$ cat config.mk
export PLATFORM = sky130hd
export DESIGN_NAME = dpram_fifo_ctrl
export DESIGN_NICKNAME = d
export VERILOG_FILES = /design/src/rtl/dpram_fifo_ctrl.sv
export SDC_FILE = /design/constraint.sdc
export NUM_CORES = 1
export LEC_CHECK = 0
export ABC_AREA = 1
export CORE_AREA = 2 2 39 41
export CTS_CLUSTER_SIZE = 28
export DETAILED_ROUTE_END_ITERATION = 10
export DIE_AREA = 0 0 41 43
export PLACE_DENSITY = 0.78
export SYNTH_ARGS = -nofsm -noshare
export SYNTH_HDL_FRONTEND = slang
export SYNTH_SLANG_ARGS = --single-unit
$ cat constraint.sdc
create_clock -name clk -period 2.2 [get_ports clk]
set_input_delay 0.55 -clock clk [delete_from_list [all_inputs] [get_ports clk]]
set_output_delay 0.55 -clock clk [all_outputs]
set_load 0.01 [all_outputs]
$ cat src/rtl/dpram_fifo_ctrl.sv
// Pointer/level/flag controller that turns a one-write/one-read DualPortRAM
// with a registered read port into a synchronous FIFO of depth 2**Addr_Width.
module dpram_fifo_ctrl #(
  parameter int unsigned Data_Width = 8,
  parameter int unsigned Addr_Width = 2
) (
  input  logic                  clk,
  input  logic                  rst_n,
  input  logic                  push,
  input  logic                  pop,
  input  logic                  clr_err,
  output logic                  wr_ena,
  output logic [Addr_Width-1:0] Wr_addr,
  output logic [Addr_Width-1:0] Re_addr,
  output logic                  rd_valid,
  output logic                  full,
  output logic                  empty,
  output logic [Addr_Width:0]   level,
  output logic                  overflow,
  output logic                  underflow
);

  localparam int unsigned Depth = 2 ** Addr_Width;
  localparam int unsigned LvlW  = Addr_Width + 1;

  // The data path lives entirely in the RAM; the word width only has to be sane.
  if (Data_Width < 1) begin : g_bad_data_width
    $error("dpram_fifo_ctrl: Data_Width must be at least 1");
  end

  logic [Addr_Width-1:0] r_wr_ptr;
  logic [Addr_Width-1:0] r_rd_ptr;
  logic [LvlW-1:0]       r_level;
  logic                  r_full;
  logic                  r_empty;
  logic                  r_rd_valid;
  logic                  r_overflow;
  logic                  r_underflow;

  logic                  w_push_acc;
  logic                  w_pop_acc;
  logic [LvlW-1:0]       w_level_nxt;

  // Full blocks push even with a pop present, so the RAM never reads and writes one address.
  assign w_push_acc = push & ~r_full;
  assign w_pop_acc  = pop & ~r_empty;

  always_comb begin
    w_level_nxt = r_level;
    unique case ({w_push_acc, w_pop_acc})
      2'b10:   w_level_nxt = r_level + LvlW'(1);
      2'b01:   w_level_nxt = r_level - LvlW'(1);
      default: w_level_nxt = r_level;
    endcase
  end

  always_ff @(posedge clk or negedge rst_n) begin
    if (!rst_n) begin
      r_wr_ptr    <= '0;
      r_rd_ptr    <= '0;
      r_level     <= '0;
      r_full      <= 1'b0;
      r_empty     <= 1'b1;
      r_rd_valid  <= 1'b0;
      r_overflow  <= 1'b0;
      r_underflow <= 1'b0;
    end else begin
      if (w_push_acc) r_wr_ptr <= r_wr_ptr + Addr_Width'(1);
      if (w_pop_acc)  r_rd_ptr <= r_rd_ptr + Addr_Width'(1);
      r_level     <= w_level_nxt;
      r_full      <= (w_level_nxt == LvlW'(Depth));
      r_empty     <= (w_level_nxt == '0);
      r_rd_valid  <= w_pop_acc;
      // A new error in the clearing cycle keeps the flag set.
      r_overflow  <= (push & r_full)  | (r_overflow  & ~clr_err);
      r_underflow <= (pop  & r_empty) | (r_underflow & ~clr_err);
    end
  end

  assign wr_ena    = w_push_acc & rst_n;
  assign Wr_addr   = r_wr_ptr;
  assign Re_addr   = r_rd_ptr;
  assign rd_valid  = r_rd_valid;
  assign full      = r_full;
  assign empty     = r_empty;
  assign level     = r_level;
  assign overflow  = r_overflow;
  assign underflow = r_underflow;

endmodule

==> metrics.txt, run 1 <==
status=finished, final reports clean; Post-DRT Antenna Nets=0; register area share after synthesis=a little under three fifths; overall routing resource usage=~13%; Layout Nets=between 80 and 90; CP max stage delay=around 480 ps; layout cell share with drive strength beyond 1=15.00%; internal cell power=664.0 uW; setup TNS=0 ps; Reg2Reg Depth=6; Worst Hold Depth=1; die span in x=41 um; cell taking the most area after synthesis=dfrtp_1; Fmax=486.4 MHz; switching share of power=about a third; Slew Limit Fails=0; first-pass GRT wire length=1421 um; number of enable flip-flop cells after synthesis=0; Adder-Cell Fraction of Synth Area=under 10%; CP max FO=3; Post-CTS Setup Repair Bufs=0; R2R setup slack=between 400 and 500 ps; core area=~0.0014 mm^2; crit path to=full$_DFF_PN0_; Clock transition at path regs=roughly 80 ps; initial antenna violation count=0; Layout area overhead=48.34%; utilization after layout=roughly 57%; Synth Cell Area=~530 um^2; number of global-route vias before repair=about 380; Syn Area/Cell=roughly 9.6 um^2; Clock Power Share=~17%; GP Congestion=between 0.7 and 0.8; Synth Area in Simple Gates=16.35%; Compound-Gate Fraction of Synth Area=4.739%; Worst-Margin Slew=about 170 ps; reg-to-reg critical path startpoint=empty$_DFF_PN1_; WL/cell=9.271 um; DR vias/cell=~4.3; period utilisation layout=just over 90%; worst vdd ir=roughly 0.57 mV; Fin. Hold Viols=0; Req. time, crit path=approximately 2400 ps; clock buffer depth=2; Via Count=408; switching power=around 350 uW; Worst Setup End Kind=flop; share of power burned in combinational logic=between 40 and 50%; Hold Path Class=flop to flop; drt first pass iters=4; DRT Wirelength=approximately 890 um; Critical-path top delay cell=clkdlybuf4s50_1; number of clock sinks=12; crit-path cells=clkdlybuf4s50_1 -> inv_1 -> nor2_2 -> ha_1 -> fa_1 -> o21ai_1 -> nand2_1 -> a21oi_1; n_diodes=0; Cells after Synth=between 50 and 60; YS warnings=0; Layout Cell Area excl Fill=roughly 800 um^2; post-synthesis mux area share=0%; DRC=0; Pwr per Cell Area=approximately 1300 mW/mm^2; Final min period=about 2100 ps; initial core utilization=a little under two fifths; critical path startpoint=pop; Min Hold Slack=464.6 ps; height of the chip=43 um; grt total ovfl=0; most frequent cell after synthesis=inv_1; Area contributors post-synth=dfrtp_1, inv_1, nand2_1, dfstp_2, nor2_1; Yosys cell types=15; HPWL Detailed=around 660 um; Seq pwr share=a little under two fifths; Synth Area in XOR/XNOR=~6.4%; dpl cell area=between 700 and 800 um^2; Synth top area share=between 50% and 60%; Leak=~0.39 nW; Crit Reg-Reg Endpoint=full$_DFF_PN0_; Crit Path Category=input pin to flop; CP arrival=approximately 2300 ps; htree depth=1; Top-Level Pins=18; most frequent cells after synthesis=inv_1, dfrtp_1, nand2_1, nor2_1, o21ai_0; MaxCap Viol Count=0; # setup viols final=0; Clock Latency Late Sink=roughly 270 ps; Slew HR=about 89%; total die area=around 0.0018 mm^2; Site Rows=14; 1st-iter DRT viols=3; Clock Skew=between 3 and 4 ps; clock root buffer master=clkbuf_4; syn_nets=62; hold buffer count at cts=0; flops & latches, synth=12; largest family of logic cells by synthesized area=simple AND/OR/NAND/NOR gates; Tot Pwr=between 1 and 1.5 mW; TritonCTS Buffers=3; RSZ-0062 raised after global routing=no; input/output buffers=17; Top FF cell, synth=dfrtp_1; kind of start point of the critical path=input pin; TritonCTS clock tree=built; Async SR Flop Fraction=100.0%; largest net degree at the start of global routing=13
-- critical path, delay by kind of cell --
family | cells | cell delay, ps
adders and majority gates | 2 | 650
buffers and inverters | 2 | 540
AOI/OAI and AO/OA | 2 | 310
and+or+nand+nor | 2 | 210
-- flip-flops by register name (all words and copies together), names as in the netlist --
register and flops:
level 3, Re_addr 2, Wr_addr 2, empty 1
full 1, overflow 1, rd_valid 1, underflow 1
-- final cells by class --
class	count	area, um^2
fillers	131	600.6
inverters	13	48.80
repair buffers	21	198.9
multi-input cells	30	177.7
well taps	16	20.02
flip-flops and latches	12	301.5
clock buffers	4	36.28
-- layer usage --
layer	wire length, um	track usage (%)	vias to the layer above	share of wire, %
li1	-	-	213	-
met4	34	12.00	0	3.8
met5	0	0	-	0
met2	393	18.13	15	44
met1	402	14.38	176	45
met3	59	3.141	4	6.6
-- timing repair --
item | CTS | global route
cloned | 0 | 0
gates resized for setup | 1 | 1
setup endpoints to repair | 1 | 2
hold endpoints to repair | 0 | 0
pin swaps | 0 | 0
-- worst min-delay path by stage --
stage	startpoint	to
after floorplan	rst_n	Re_addr[0]$_DFFE_PN0P_
after global placement	Wr_addr[1]$_DFFE_PN0P_	Wr_addr[1]$_DFFE_PN0P_
after detailed placement	Wr_addr[1]$_DFFE_PN0P_	Wr_addr[1]$_DFFE_PN0P_
after CTS	Wr_addr[1]$_DFFE_PN0P_	Wr_addr[1]$_DFFE_PN0P_
after global routing	Wr_addr[1]$_DFFE_PN0P_	Wr_addr[1]$_DFFE_PN0P_
final	Wr_addr[1]$_DFFE_PN0P_	Wr_addr[1]$_DFFE_PN0P_
-- cell families after synthesis --
| group | after synthesis |
|---|---|
| AOI/OAI and AO/OA | 5 |
| xor gates and xnor gates | 3 |
| adders and majority gates | 2 |
| buffers and inverters | 13 |
| DFF | 12 |
| and+or+nand+nor | 20 |
-- power by group through the flow --
stage	Combinational, mW	Sequential (mW)	Clock [mW]
6_report	0.454	0.379	0.175
5_1_grt	0.513	0.393	0.190
4_1_cts	0.457	0.381	0.183
3_5_place_dp	0.453	0.385	0
3_3_place_gp	0.445	0.384	0
2_1_floorplan	0.182	0.425	0
-- layout by cell type, fill, tap and decap left out, types with 2 or more instances in the layout --
cell	count
clkdlybuf4s50_1	16
inv_1	13
dfrtp_1	11
nand2_1	9
nor2_1	7
buf_4	4
clkbuf_4	3
xor2_1	2
a21oi_1	2
o21ai_0	2
-- per-stage QoR --
stage / worst slack [ps] / std cells
floorplan: 435.3 / 55
global placement: -199.9 / 92
detailed placement: -193.9 / 92
CTS: 83.17 / 96
global route: 46.89 / 96
finish: 144.2 / 96
Note: power is estimated with default switching activity, not from simulation.
==> inputs of run 2 (changes only) <==
Settings changed: CTS_BUF_LIST from default to sky130_fd_sc_hd__clkbuf_8, SKIP_CTS_REPAIR_TIMING from default to 1.
==> metrics.txt, run 2 (synthesis gave the netlist of run 1 again) <==
Seq pwr share=around a third; DR vias/cell=around 4.4; n_diodes=0; die span in x=a little over 40 um; utilization after layout=58.41%; TritonCTS clock tree=built; core area=0.001384 mm^2; largest net degree at the start of global routing=13; Min Hold Slack=461.5 ps; switching share of power=32.78%; number of global-route vias before repair=389; number of clock sinks=12; Slew HR=88.71%; Worst Hold Depth=1; worst vdd ir=~0.65 mV; clock root buffer master=clkbuf_8; most common cell after layout, fill and taps aside=clkdlybuf4s50_1; first-pass GRT wire length=~1500 um; Worst-Margin Slew=about 170 ps; Final min period=2117 ps; DRT Wirelength=~930 um; input/output buffers=17; TritonCTS Buffers=3; Site Rows=14; R2R setup slack=between 400 and 500 ps; Clock Skew=2.731 ps; layout cell share with drive strength beyond 1=between 10% and 20%; CP max FO=3; multi-input logic area=about 180 um^2; Crit Reg-Reg Endpoint=full$_DFF_PN0_; Clock Latency Late Sink=roughly 240 ps; Layout area overhead=53.08%; drt first pass iters=4; DRC=0; clock buffer depth=2; height of the chip=between 40 and 50 um; Layout Cell Area excl Fill=approximately 810 um^2; HP Start=Wr_addr[1]$_DFFE_PN0P_; Req. time, crit path=between 2000 and 2500 ps; GP Congestion=roughly 0.72; Via Count=roughly 420; initial core utilization=a little under two fifths; Layout Nets=a little under 90; total die area=0.001763 mm^2; Worst Setup End Kind=flop; Seq. cell area=between 300 and 400 um^2; kind of start point of the critical path=input pin; Fmax=between 400 and 500 MHz; RSZ-0062 raised after global routing=no; Post-DRT Antenna Nets=0; Hold Path Class=flop to flop; switching power=353.6 uW; reg-to-reg critical path startpoint=empty$_DFF_PN1_; # setup viols final=0; CP arrival=about 2300 ps; status=finished, final reports clean; WL/cell=approximately 9.7 um; 1st-iter DRT viols=3; Clock transition at path regs=around 50 ps; grt total ovfl=0; Fin. Hold Viols=0; Pwr per Cell Area=~1300 mW/mm^2; Clock Power Share=22.0%; Reg2Reg Depth=6; FILL cells=between 100 and 150; overall routing resource usage=about 14%; number of flip-flops in the largest register=3; MaxCap Viol Count=0; most frequent cells in the layout=clkdlybuf4s50_1, inv_1, dfrtp_1; Top-Level Pins=18; Leak=0.4050 nW; WHS Endpoint=Wr_addr[1]$_DFFE_PN0P_; dpl cell area=748.2 um^2; HPWL Detailed=~660 um; initial antenna violation count=0; Crit Path Category=input pin to flop; Slew Limit Fails=0; period utilisation layout=96.24%; htree depth=1; internal cell power=a little over 700 uW; share of power burned in combinational logic=between 40% and 50%
==> run 2: cell types whose count changed in the layout (fill, tap and decap cells not counted) <==
cell	delta
clkbuf_4	-3
clkbuf_8	+3
dlygate4sd2_1	-1
dlymetal6s2s_1	+1
ha_1	-1
ha_2	+1
==> run 2: worst max-delay path by stage <==
| stage | slack [ps] | end | startpoint |
|---|---|---|---|
| after global placement | -200 | full$_DFF_PN0_ | pop |
| after detailed placement | -190 | full$_DFF_PN0_ | pop |
| final | 80 | full$_DFF_PN0_ | pop |
| after global routing | 10 | full$_DFF_PN0_ | pop |
| after floorplan | 440 | full$_DFF_PN0_ | pop |
| after CTS | -120 | wr_ena | push |
==> run 2: layer usage <==
metal / up-vias / GRT usage, % / wire length (um)
met1: 184 / 14.73 / 394
met3: 4 / 6.283 / 64
met4: 0 / 14.00 / 41
met5: - / 0 / 0
met2: 16 / 19.38 / 429
li1: 214 / - / -
==> run 2: through the flow <==
stage	cells	TNS [ps]	worst slack, ps	power, mW
2_1_floorplan	55	0	435.3	0.6078
3_3_place_gp	92	-532.0	-199.9	0.8285
3_5_place_dp	92	-580.9	-193.9	0.8381
4_1_cts	96	-123.3	-123.3	1.087
5_1_grt	96	0	11.75	1.168
6_report	96	0	82.66	1.079
==> run 2: worst max-delay path, stage by stage <==
cell and delay, ps:
clkdlybuf4s50_1 480, inv_1 60, nor2_2 110, ha_2 220, fa_1 420, o21ai_1 190, nand2_1 110, a21oi_1 140
==> run 2: power by group through the flow <==
| stage | Clock [mW] | Sequential [mW] | Combinational (mW) |
|---|---|---|---|
| finish | 0.238 | 0.379 | 0.461 |
| detailed placement | 0 | 0.385 | 0.453 |
| CTS | 0.243 | 0.382 | 0.462 |
| global placement | 0 | 0.384 | 0.445 |
| floorplan | 0 | 0.425 | 0.182 |
| global route | 0.256 | 0.394 | 0.518 |
==> run 2: final cells by class <==
type / instances / share of cell area [%]
clock buffer: 4 / 6.811
sequential: 12 / 37.31
tap: 16 / 2.477
inverter: 13 / 6.037
multi-input combinational: 30 / 22.29
timing repair buffer: 21 / 25.08
==> inputs of run 3 (changes only) <==
Settings changed: CTS_BUF_LIST sky130_fd_sc_hd__clkbuf_8 to default.
==> metrics.txt, run 3 (synthesis gave the netlist of run 1 again) <==
status=finished, final reports clean; Clock Skew=~3.3 ps; Crit Reg-Reg Endpoint=full$_DFF_PN0_; Top-Level Pins=18; period utilisation layout=93.45%; most frequent cells in the layout=clkdlybuf4s50_1, inv_1, dfrtp_1; RSZ-0062 raised after global routing=no; Clock Latency Late Sink=between 200 and 300 ps; switching power=~350 uW; overall routing resource usage=approximately 13%; critical path startpoint=pop; number of flip-flops in the largest register=3; R2R setup slack=about 450 ps; initial antenna violation count=0; reg-to-reg critical path startpoint=empty$_DFF_PN1_; Hold Path Class=flop to flop; Worst-Margin Slew=between 150 and 200 ps; Req. time, crit path=between 2000 and 2500 ps; Clock transition at path regs=around 80 ps; 1st-iter DRT viols=3; Final min period=around 2100 ps; n_diodes=0; core area=approximately 0.0014 mm^2; GP Congestion=~0.72; CP arrival=around 2300 ps; FILL cells=approximately 130; Seq pwr share=approximately 38%; largest net degree at the start of global routing=13; Leak=roughly 0.40 nW; Fmax=486.4 MHz; Post-DRT Antenna Nets=0; worst slack, placed=-193.9 ps; kind of start point of the critical path=input pin; drt first pass iters=4; TritonCTS clock tree=built; height of the chip=around 43 um; CP max FO=3; internal cell power=about 660 uW; Site Rows=14; MaxCap Viol Count=0; share of power burned in combinational logic=a little under half; Layout area overhead=49.05%; Fin. Hold Viols=0; HPWL Detailed=between 600 and 700 um; Tot Pwr=a little over 1 mW; Layout Nets=between 80 and 90; worst vdd ir=around 0.58 mV; placed cells=92; first-pass GRT wire length=roughly 1400 um; Crit Path Category=input pin to flop; Clock Power Share=17.4%; Slew HR=between 80% and 90%; DR vias/cell=~4.3; clock buffer depth=2; die span in x=~40 um; number of clock sinks=12; WL/cell=roughly 9.3 um; Reg2Reg Depth=6; Layout Cell Area excl Fill=between 700 and 800 um^2; final worst slack=about 140 ps; TritonCTS Buffers=3; most common cell after layout, fill and taps aside=clkdlybuf4s50_1; Pwr per Cell Area=1283 mW/mm^2; DRC=0; final non-filler cell total=96; clock root buffer master=clkbuf_4; Slew Limit Fails=0; # setup viols final=0; Via Count=slightly above 400; input/output buffers=17; total die area=0.001763 mm^2; Min Hold Slack=roughly 460 ps; htree depth=1; Worst Setup End Kind=flop; layout cell share with drive strength beyond 1=15.00%; DRT Wirelength=approximately 900 um; switching share of power=34.18%; crit path to=full$_DFF_PN0_; number of global-route vias before repair=around 380; dpl cell area=roughly 750 um^2; grt total ovfl=0; initial core utilization=a little under two fifths
## run 3: how the worst min path moves through the flow
stage / depth (start not counted) / from / slack, ps / to
floorplan: 0 / rst_n / 250 / Re_addr[0]$_DFFE_PN0P_
global placement: 1 / Wr_addr[1]$_DFFE_PN0P_ / 460 / Wr_addr[1]$_DFFE_PN0P_
detailed placement: 1 / Wr_addr[1]$_DFFE_PN0P_ / 460 / Wr_addr[1]$_DFFE_PN0P_
CTS: 1 / Wr_addr[1]$_DFFE_PN0P_ / 470 / Wr_addr[1]$_DFFE_PN0P_
global route: 1 / Wr_addr[1]$_DFFE_PN0P_ / 510 / Wr_addr[1]$_DFFE_PN0P_
finish: 1 / Wr_addr[1]$_DFFE_PN0P_ / 460 / Wr_addr[1]$_DFFE_PN0P_
## run 3: metal layers
metal / routed length [um] / global-route usage (%)
met5: 0 / 0
met3: 61 / 3.141
met4: 34 / 12.00
met1: 402 / 14.38
met2: 393 / 18.13
## run 3: cell type report
type	instances	area, um^2	share of cell area (%)
multi-input cells	30	177.7	22.58
flip-flops and latches	12	301.5	38.31
clock buffers	4	36.28	4.610
well taps	16	20.02	2.544
repair buffers	21	202.7	25.76
inverters	13	48.80	6.200
## run 3: worst max-delay path, cell delays in order
cell             delay, ps
clkdlybuf4s50_1        480
inv_1                   60
nor2_2                 100
ha_1                   220
fa_1                   430
o21ai_1                190
nand2_1                110
a21oi_1                120
## run 3: power groups by stage
stage	Combinational, mW	Sequential (mW)	Clock (mW)
after floorplan	0.182	0.425	0
after global placement	0.445	0.384	0
after detailed placement	0.453	0.385	0
after CTS	0.458	0.381	0.183
after global routing	0.513	0.393	0.190
final	0.455	0.379	0.175
## run 3: through the flow
stage	utilization [%]	TNS, ps
3_5_place_dp	54.07	-580.9
6_report	56.87	0
4_1_cts	56.69	-123.3
3_3_place_gp	54.07	-532.0
5_1_grt	56.87	0
2_1_floorplan	-	0
